$ cat config.mk
export PLATFORM = sky130hd
export DESIGN_NAME = fp_unpacker_flat
export DESIGN_NICKNAME = d
export VERILOG_FILES = /design/src/rtl/fp_unpacker_if.sv /design/src/rtl/fp_unpacker.sv /design/src/flat_wrapper.sv
export SDC_FILE = /design/constraint.sdc
export NUM_CORES = 1
export LEC_CHECK = 0
export ABC_AREA = 1
export ABC_CLOCK_PERIOD_IN_PS = 3000
export CORE_MARGIN = 2
export CORE_UTILIZATION = 50
export DETAILED_ROUTE_END_ITERATION = 8
export HOLD_SLACK_MARGIN = 0.1
export PLACE_DENSITY_LB_ADDON = 0.05
export SLEW_MARGIN = 10
export SYNTH_ARGS = -nofsm -noshare
export SYNTH_HDL_FRONTEND = slang
export SYNTH_SLANG_ARGS = --single-unit
export TNS_END_PERCENT = 30
$ cat constraint.sdc
create_clock -name clk -period 3 [get_ports clk]
set_clock_uncertainty 0.15 [all_clocks]
set_input_delay 0.6 -clock clk [delete_from_list [all_inputs] [get_ports clk]]
set_output_delay 0.6 -clock clk [all_outputs]
set_load 0.02 [all_outputs]
$ cat src/rtl/fp_unpacker_if.sv
// ----------------------------------------------------------------------------
// fp_unpacker_if
// Handshake and result bundle for fp_unpacker.
//   in_valid/in_ready/op/db     : operand channel (producer -> unpacker)
//   out_valid/out_ready         : result channel handshake
//   s/e/f                       : unpacked sign, signed exponent, significand
//   zero/denorm/inf/nan/snan    : class flags of the accepted operand
// Modports: master = operand producer / result consumer, slave = unpacker.
// ----------------------------------------------------------------------------
interface fp_unpacker_if;
    logic        in_valid;
    logic        in_ready;
    logic [63:0] op;
    logic        db;
    logic        out_valid;
    logic        out_ready;
    logic        s;
    logic [12:0] e;
    logic [52:0] f;
    logic        zero;
    logic        denorm;
    logic        inf;
    logic        nan;
    logic        snan;

    modport master (
        output in_valid, op, db, out_ready,
        input  in_ready, out_valid, s, e, f, zero, denorm, inf, nan, snan
    );

    modport slave (
        input  in_valid, op, db, out_ready,
        output in_ready, out_valid, s, e, f, zero, denorm, inf, nan, snan
    );
endinterface

$ cat src/rtl/fp_unpacker.sv
// ----------------------------------------------------------------------------
// fp_unpacker
// Unpacks an IEEE-754 double (db=1) or single (db=0) operand into sign,
// signed 13-bit exponent (native bias) and a 53-bit significand with the
// hidden bit at f[52]. Denormals are normalised over several cycles in the
// NORM state; all other classes complete with latency 1.
// Ports:
//   clk    : clock, rising edge
//   rst_n  : asynchronous active-low reset
//   bus    : fp_unpacker_if.slave (operand and result handshakes, outputs)
// Configuration:
//   UNPACK_FASTNORM_EN : when defined, NORM shifts by 8 while f[52:45] is
//                        zero, otherwise by 1. Final results are identical.
// ----------------------------------------------------------------------------
module fp_unpacker (
    input logic          clk,
    input logic          rst_n,
    fp_unpacker_if.slave bus
);

    typedef enum logic {StIdle, StNorm} state_e;

    state_e      state_q, state_d;
    logic        out_valid_q, out_valid_d;
    logic        s_q, s_d;
    logic [12:0] e_q, e_d;
    logic [52:0] f_q, f_d;
    logic [4:0]  flags_q, flags_d;  // {zero, denorm, inf, nan, snan}

    logic        accept;
    logic [10:0] exp_raw;
    logic [10:0] emax;
    logic [51:0] frac_raw;          // fraction left-aligned to f[51:0]
    logic        exp_zero;
    logic        exp_max;
    logic        frac_zero;
    logic [3:0]  norm_shift;
    logic [52:0] f_shifted;

    assign bus.in_ready  = (state_q == StIdle) && (!out_valid_q || bus.out_ready);
    assign accept        = bus.in_valid && bus.in_ready;

    assign bus.out_valid = out_valid_q;
    assign bus.s         = s_q;
    assign bus.e         = e_q;
    assign bus.f         = f_q;
    assign bus.zero      = flags_q[4];
    assign bus.denorm    = flags_q[3];
    assign bus.inf       = flags_q[2];
    assign bus.nan       = flags_q[1];
    assign bus.snan      = flags_q[0];

    // Field extraction for both formats; single fraction lands at f[51:29].
    always_comb begin
        exp_raw  = '0;
        emax     = '0;
        frac_raw = '0;
        if (bus.db) begin
            exp_raw  = bus.op[62:52];
            frac_raw = bus.op[51:0];
            emax     = 11'h7FF;
        end else begin
            exp_raw  = {3'b000, bus.op[62:55]};
            frac_raw = {bus.op[54:32], 29'd0};
            emax     = 11'h0FF;
        end
    end

    assign exp_zero  = (exp_raw == 11'd0);
    assign exp_max   = (exp_raw == emax);
    assign frac_zero = (frac_raw == 52'd0);

    // Normalisation step size.
    always_comb begin
        norm_shift = 4'd1;
`ifdef UNPACK_FASTNORM_EN
        // With the top 8 bits clear the leading one sits at or below bit 44,
        // so an 8-bit step can never overshoot the hidden-bit position.
        if (f_q[52:45] == 8'd0) begin
            norm_shift = 4'd8;
        end
`else
        norm_shift = 4'd1;
`endif
        f_shifted = f_q << norm_shift;
    end

    always_comb begin
        state_d     = state_q;
        out_valid_d = out_valid_q;
        s_d         = s_q;
        e_d         = e_q;
        f_d         = f_q;
        flags_d     = flags_q;

        if (out_valid_q && bus.out_ready) begin
            out_valid_d = 1'b0;
        end

        unique case (state_q)
            StIdle: begin
                if (accept) begin
                    s_d         = bus.op[63];
                    flags_d     = 5'b00000;
                    out_valid_d = 1'b1;
                    if (exp_zero) begin
                        if (frac_zero) begin
                            e_d        = 13'd0;
                            f_d        = 53'd0;
                            flags_d[4] = 1'b1;
                        end else begin
                            // Denormal: normalise in StNorm, no result yet.
                            e_d         = 13'd1;
                            f_d         = {1'b0, frac_raw};
                            flags_d[3]  = 1'b1;
                            out_valid_d = 1'b0;
                            state_d     = StNorm;
                        end
                    end else begin
                        // Normal, inf and NaN share the same e/f packing.
                        e_d = {2'b00, exp_raw};
                        f_d = {1'b1, frac_raw};
                        if (exp_max) begin
                            if (frac_zero) begin
                                flags_d[2] = 1'b1;
                            end else begin
                                flags_d[1] = 1'b1;
                                flags_d[0] = ~frac_raw[51];
                            end
                        end
                    end
                end
            end
            StNorm: begin
                f_d = f_shifted;
                e_d = e_q - {9'd0, norm_shift};
                if (f_shifted[52]) begin
                    out_valid_d = 1'b1;
                    state_d     = StIdle;
                end
            end
            default: state_d = StIdle;
        endcase
    end

    always_ff @(posedge clk or negedge rst_n) begin
        if (!rst_n) begin
            state_q     <= StIdle;
            out_valid_q <= 1'b0;
            s_q         <= 1'b0;
            e_q         <= 13'd0;
            f_q         <= 53'd0;
            flags_q     <= 5'd0;
        end else begin
            state_q     <= state_d;
            out_valid_q <= out_valid_d;
            s_q         <= s_d;
            e_q         <= e_d;
            f_q         <= f_d;
            flags_q     <= flags_d;
        end
    end

endmodule

$ cat src/flat_wrapper.sv
// flat-port wrapper written by rule: the top's interface ports become plain ports
module fp_unpacker_flat 
  (clk, rst_n, bus_in_valid, bus_op, bus_db, bus_out_ready, bus_in_ready, bus_out_valid, bus_s, bus_e, bus_f, bus_zero, bus_denorm, bus_inf, bus_nan, bus_snan);
  fp_unpacker_if bus_i ();
  input logic clk;
  input logic rst_n;
  input wire logic [$bits(bus_i.in_valid)-1:0] bus_in_valid;
  input wire logic [$bits(bus_i.op)-1:0] bus_op;
  input wire logic [$bits(bus_i.db)-1:0] bus_db;
  input wire logic [$bits(bus_i.out_ready)-1:0] bus_out_ready;
  output wire logic [$bits(bus_i.in_ready)-1:0] bus_in_ready;
  output wire logic [$bits(bus_i.out_valid)-1:0] bus_out_valid;
  output wire logic [$bits(bus_i.s)-1:0] bus_s;
  output wire logic [$bits(bus_i.e)-1:0] bus_e;
  output wire logic [$bits(bus_i.f)-1:0] bus_f;
  output wire logic [$bits(bus_i.zero)-1:0] bus_zero;
  output wire logic [$bits(bus_i.denorm)-1:0] bus_denorm;
  output wire logic [$bits(bus_i.inf)-1:0] bus_inf;
  output wire logic [$bits(bus_i.nan)-1:0] bus_nan;
  output wire logic [$bits(bus_i.snan)-1:0] bus_snan;
  assign bus_i.in_valid = bus_in_valid;
  assign bus_i.op = bus_op;
  assign bus_i.db = bus_db;
  assign bus_i.out_ready = bus_out_ready;
  assign bus_in_ready = bus_i.in_ready;
  assign bus_out_valid = bus_i.out_valid;
  assign bus_s = bus_i.s;
  assign bus_e = bus_i.e;
  assign bus_f = bus_i.f;
  assign bus_zero = bus_i.zero;
  assign bus_denorm = bus_i.denorm;
  assign bus_inf = bus_i.inf;
  assign bus_nan = bus_i.nan;
  assign bus_snan = bus_i.snan;
  fp_unpacker u_core (.clk(clk), .rst_n(rst_n), .bus(bus_i));
endmodule
==> results.yml <==
power_and_ir_drop:
  power_uw: 3130
  clkPwrFrac: 0.297
  p_leak_uw: 0.00278
  switchingPower_uw: 1020
  vdd_ir_drop_max_mv: 0.267
  combPwrFrac: 0.304
  switching_share: 0.327
  internal_power_uw: 2100
  seqPwrFrac: 0.399
  power-per-cell-area_nw_per_um2: 518
detailed_routing:
  wl_met3_microns: 1060
  first_pass_iters: 5
  drc_errors: 0
  postRouteAntennaNets: 0
  drtIter0Drc: 387
  avgViaCountPerCell: 5.77
  wl_met2_microns: 6180
  met1_length_microns: 5750
  topRoutingLayerUsed: "met4"
  vias: 4724
  wl_microns: 13400
  wire_per_inst_microns: 16.4
flow_run:
  cap_violations: 0
setup_path:
  worst_setup_path_start_kind: "input port"
  cp_max_fo: 2
  cpMostUsedCell: "clkdlybuf4s50_1"
  critPathBufInv: 2
  required_ps: 2250
  critical_path_class: "in -> out"
  worstPathArrival_ps: 1860
  cpPeakStageDelay_ps: 610
  cp_cell_sequence: "clkdlybuf4s50_1 -> nor2_1 -> nor2_4 -> clkdlybuf4s50_1"
  end_kind: "output pin"
  cpMaxStageDelayCell: "clkdlybuf4s50_1"
  crit_family: "buffers and inverters"
yosys:
  synth_top_cell_area_share: 0.425
  yosysUniqueCellTypes: 36
  synthArstFlopShare: 1.00
  yosysSeqAreaShare: 0.425
  postSynthCellCount: 579
  yosys.area.top_type: "dfrtp_1"
  yosysWarnings: 0
  synth_edf_count: 0
  avgSynthCellArea_sq_um: 7.52
  synth.area.top_cells: "dfrtp_1 (43%), nand2_1 (17%), a22oi_1 (8.4%), nor2_1 (4.8%), o31ai_1 (4.1%)"
  synthFlopType: "dfrtp_1"
  synth_area_sq_um: 4360
  syn_nets: 649
  synth-seq-cells: 74
sta:
  setup_tns_ps: 0
  fin_crit_sh: 0.870
  maxSlewHeadroom: 0.436
  drv_slew: 0
  worstMarginPinSlew_ps: 846
  fmax_ghz: 0.383
  final-hold-violation-count: 0
  period_needed_ps: 2610
  rsz0062_at_grt: "no"
  finalSetupViolCount: 0
placed_design:
  globalplace.congestion: 0.930
  port_buffers: 142
  place_hpwl_microns: 9890
clock_network:
  cts-root-buf: "clkbuf_8"
  tritoncts: "yes"
  numCtsBuffers: 9
  cts_hold_buf: 0
  cts-htree-levels: 3
  cts_resized: 0
  clk_pin_slew_ps: 80
  cts_setup_buffers: 0
  clock-sinks: 74
  clockBufferDepth: 2
  clock_latency_ps: 360
floorplanning:
  start_util: 0.507
  die_area_sq_um: 9480
  ios: 143
  fp.dieW_microns: 97.3
  fp-row-count: 34
  die_y_microns: 97.3
  core_area_sq_um: 8590
global_routing:
  grt_pass1_vias: 4314
  antenna_found_initial: 0
  grt.total_usage: 0.285
  grt_pass1_wl_microns: 21700
  grt_overflow: 0
  grt_max_degree: 89
finish:
  fin_util: 0.702
  layout-drive-gt1-share: 0.0520
  mostFrequentLayoutCell: "nand2_1"
  antenna_cells: 0
  layout_common_cells: "nand2_1 (198), clkdlybuf4s50_1 (140), dfrtp_1 (73), nor2_1 (56), a22oi_1 (49)"
  area_growth_pct: 38.5
  fin_nets: 776
outcome:
  run_status: "finished, final reports clean"
min_path:
  hp-class: "in -> async"
==> synthesized netlist by cell type, types with 3 or more instances <==
| cell | instances |
|---|---|
| nand4_1 | 9 |
| nor2_1 | 56 |
| nor3_1 | 3 |
| nand2_1 | 198 |
| dfrtp_1 | 74 |
| clkbuf_1 | 14 |
| or2_2 | 3 |
| o211ai_1 | 8 |
| a21oi_1 | 5 |
| o21ai_0 | 19 |
| o31ai_1 | 24 |
| a22oi_1 | 49 |
| buf_6 | 8 |
| buf_2 | 8 |
| o21ai_1 | 9 |
| nand3_1 | 31 |
| or2_1 | 3 |
| buf_4 | 3 |
| o221ai_1 | 5 |
| inv_1 | 28 |
==> power by group through the flow <==
| stage | clock network, uW | registers [uW] | logic (uW) |
|---|---|---|---|
| 2_1_floorplan | 0 | 1390 | 330 |
| 3_3_place_gp | 0 | 1260 | 936 |
| 3_5_place_dp | 0 | 1260 | 947 |
| 4_1_cts | 940 | 1240 | 952 |
| 5_1_grt | 993 | 1270 | 1030 |
| 6_report | 929 | 1250 | 950 |
==> path summary, 6_finish.rpt <==
check | from | depth (start not counted) | slack (ps) | to
setup / recovery | bus_out_ready | 4 | 390 | bus_in_ready
hold / removal | rst_n | 1 | 140 | u_core.bus.f[5]$_DFFE_PN0P_
setup reg to reg | u_core.bus.e[0]$_DFFE_PN0P_ | 8 | 790 | u_core.bus.e[12]$_DFFE_PN0P_
hold reg to reg | u_core.flags_q[1]$_DFFE_PN0P_ | 2 | 340 | u_core.flags_q[1]$_DFFE_PN0P_
max in group asynchronous | rst_n | 2 | 1850 | u_core.state_q$_DFF_PN0_
min in group clk | u_core.flags_q[1]$_DFFE_PN0P_ | 2 | 340 | u_core.flags_q[1]$_DFFE_PN0P_
==> logic make-up after synthesis <==
| family | share of synthesized area |
|---|---|
| buf+inv | 0.0770 |
| xor+xnor | 0.00402 |
| flops | 0.425 |
| fa+ha+maj | 0.00287 |
| compound gates | 0.197 |
| mux | 0.00230 |
| simple gates | 0.292 |
==> state kept, by name, indices dropped and copies added, names as in the netlist <==
name,count
u_core.bus.e,13
u_core.bus.f,53
u_core.bus.out_valid,1
u_core.bus.s,1
u_core.flags_q,5
u_core.state_q,1
==> routing by layer <==
metal,GRT usage,vias to the layer above
met5,0,-
met4,0.101,0
met3,0.0662,39
met2,0.437,251
met1,0.400,2208
li1,-,2226
==> stage by stage <==
stage	hold slack, ps	worst slack, ps	instance area [sq um]	std cells
finish	137	390	6030	819
global route	181	346	6030	819
CTS	160	381	6030	819
detailed placement	320	384	5800	803
global placement	317	417	5800	803
floorplan	154	1090	4360	579
==> worst reg2reg max path, delay by kind of cell, from the launching register on <==
family	cells	cell delay (ps)
DFF	1	430
buffers and inverters	2	170
and+or+nand+nor	4	980
AOI/OAI and AO/OA	1	200
adders and majority gates	1	180
==> area by class of cell <==
cell class	instances	area, sq um
fillers	735	2560
multi-input cells	438	2170
flip-flops and latches	74	1850
repair buffers	151	1520
clock buffers	13	169
well taps	108	135
inverters	32	123
clock inverters	3	68.8
(Power assumes the default switching activity.)
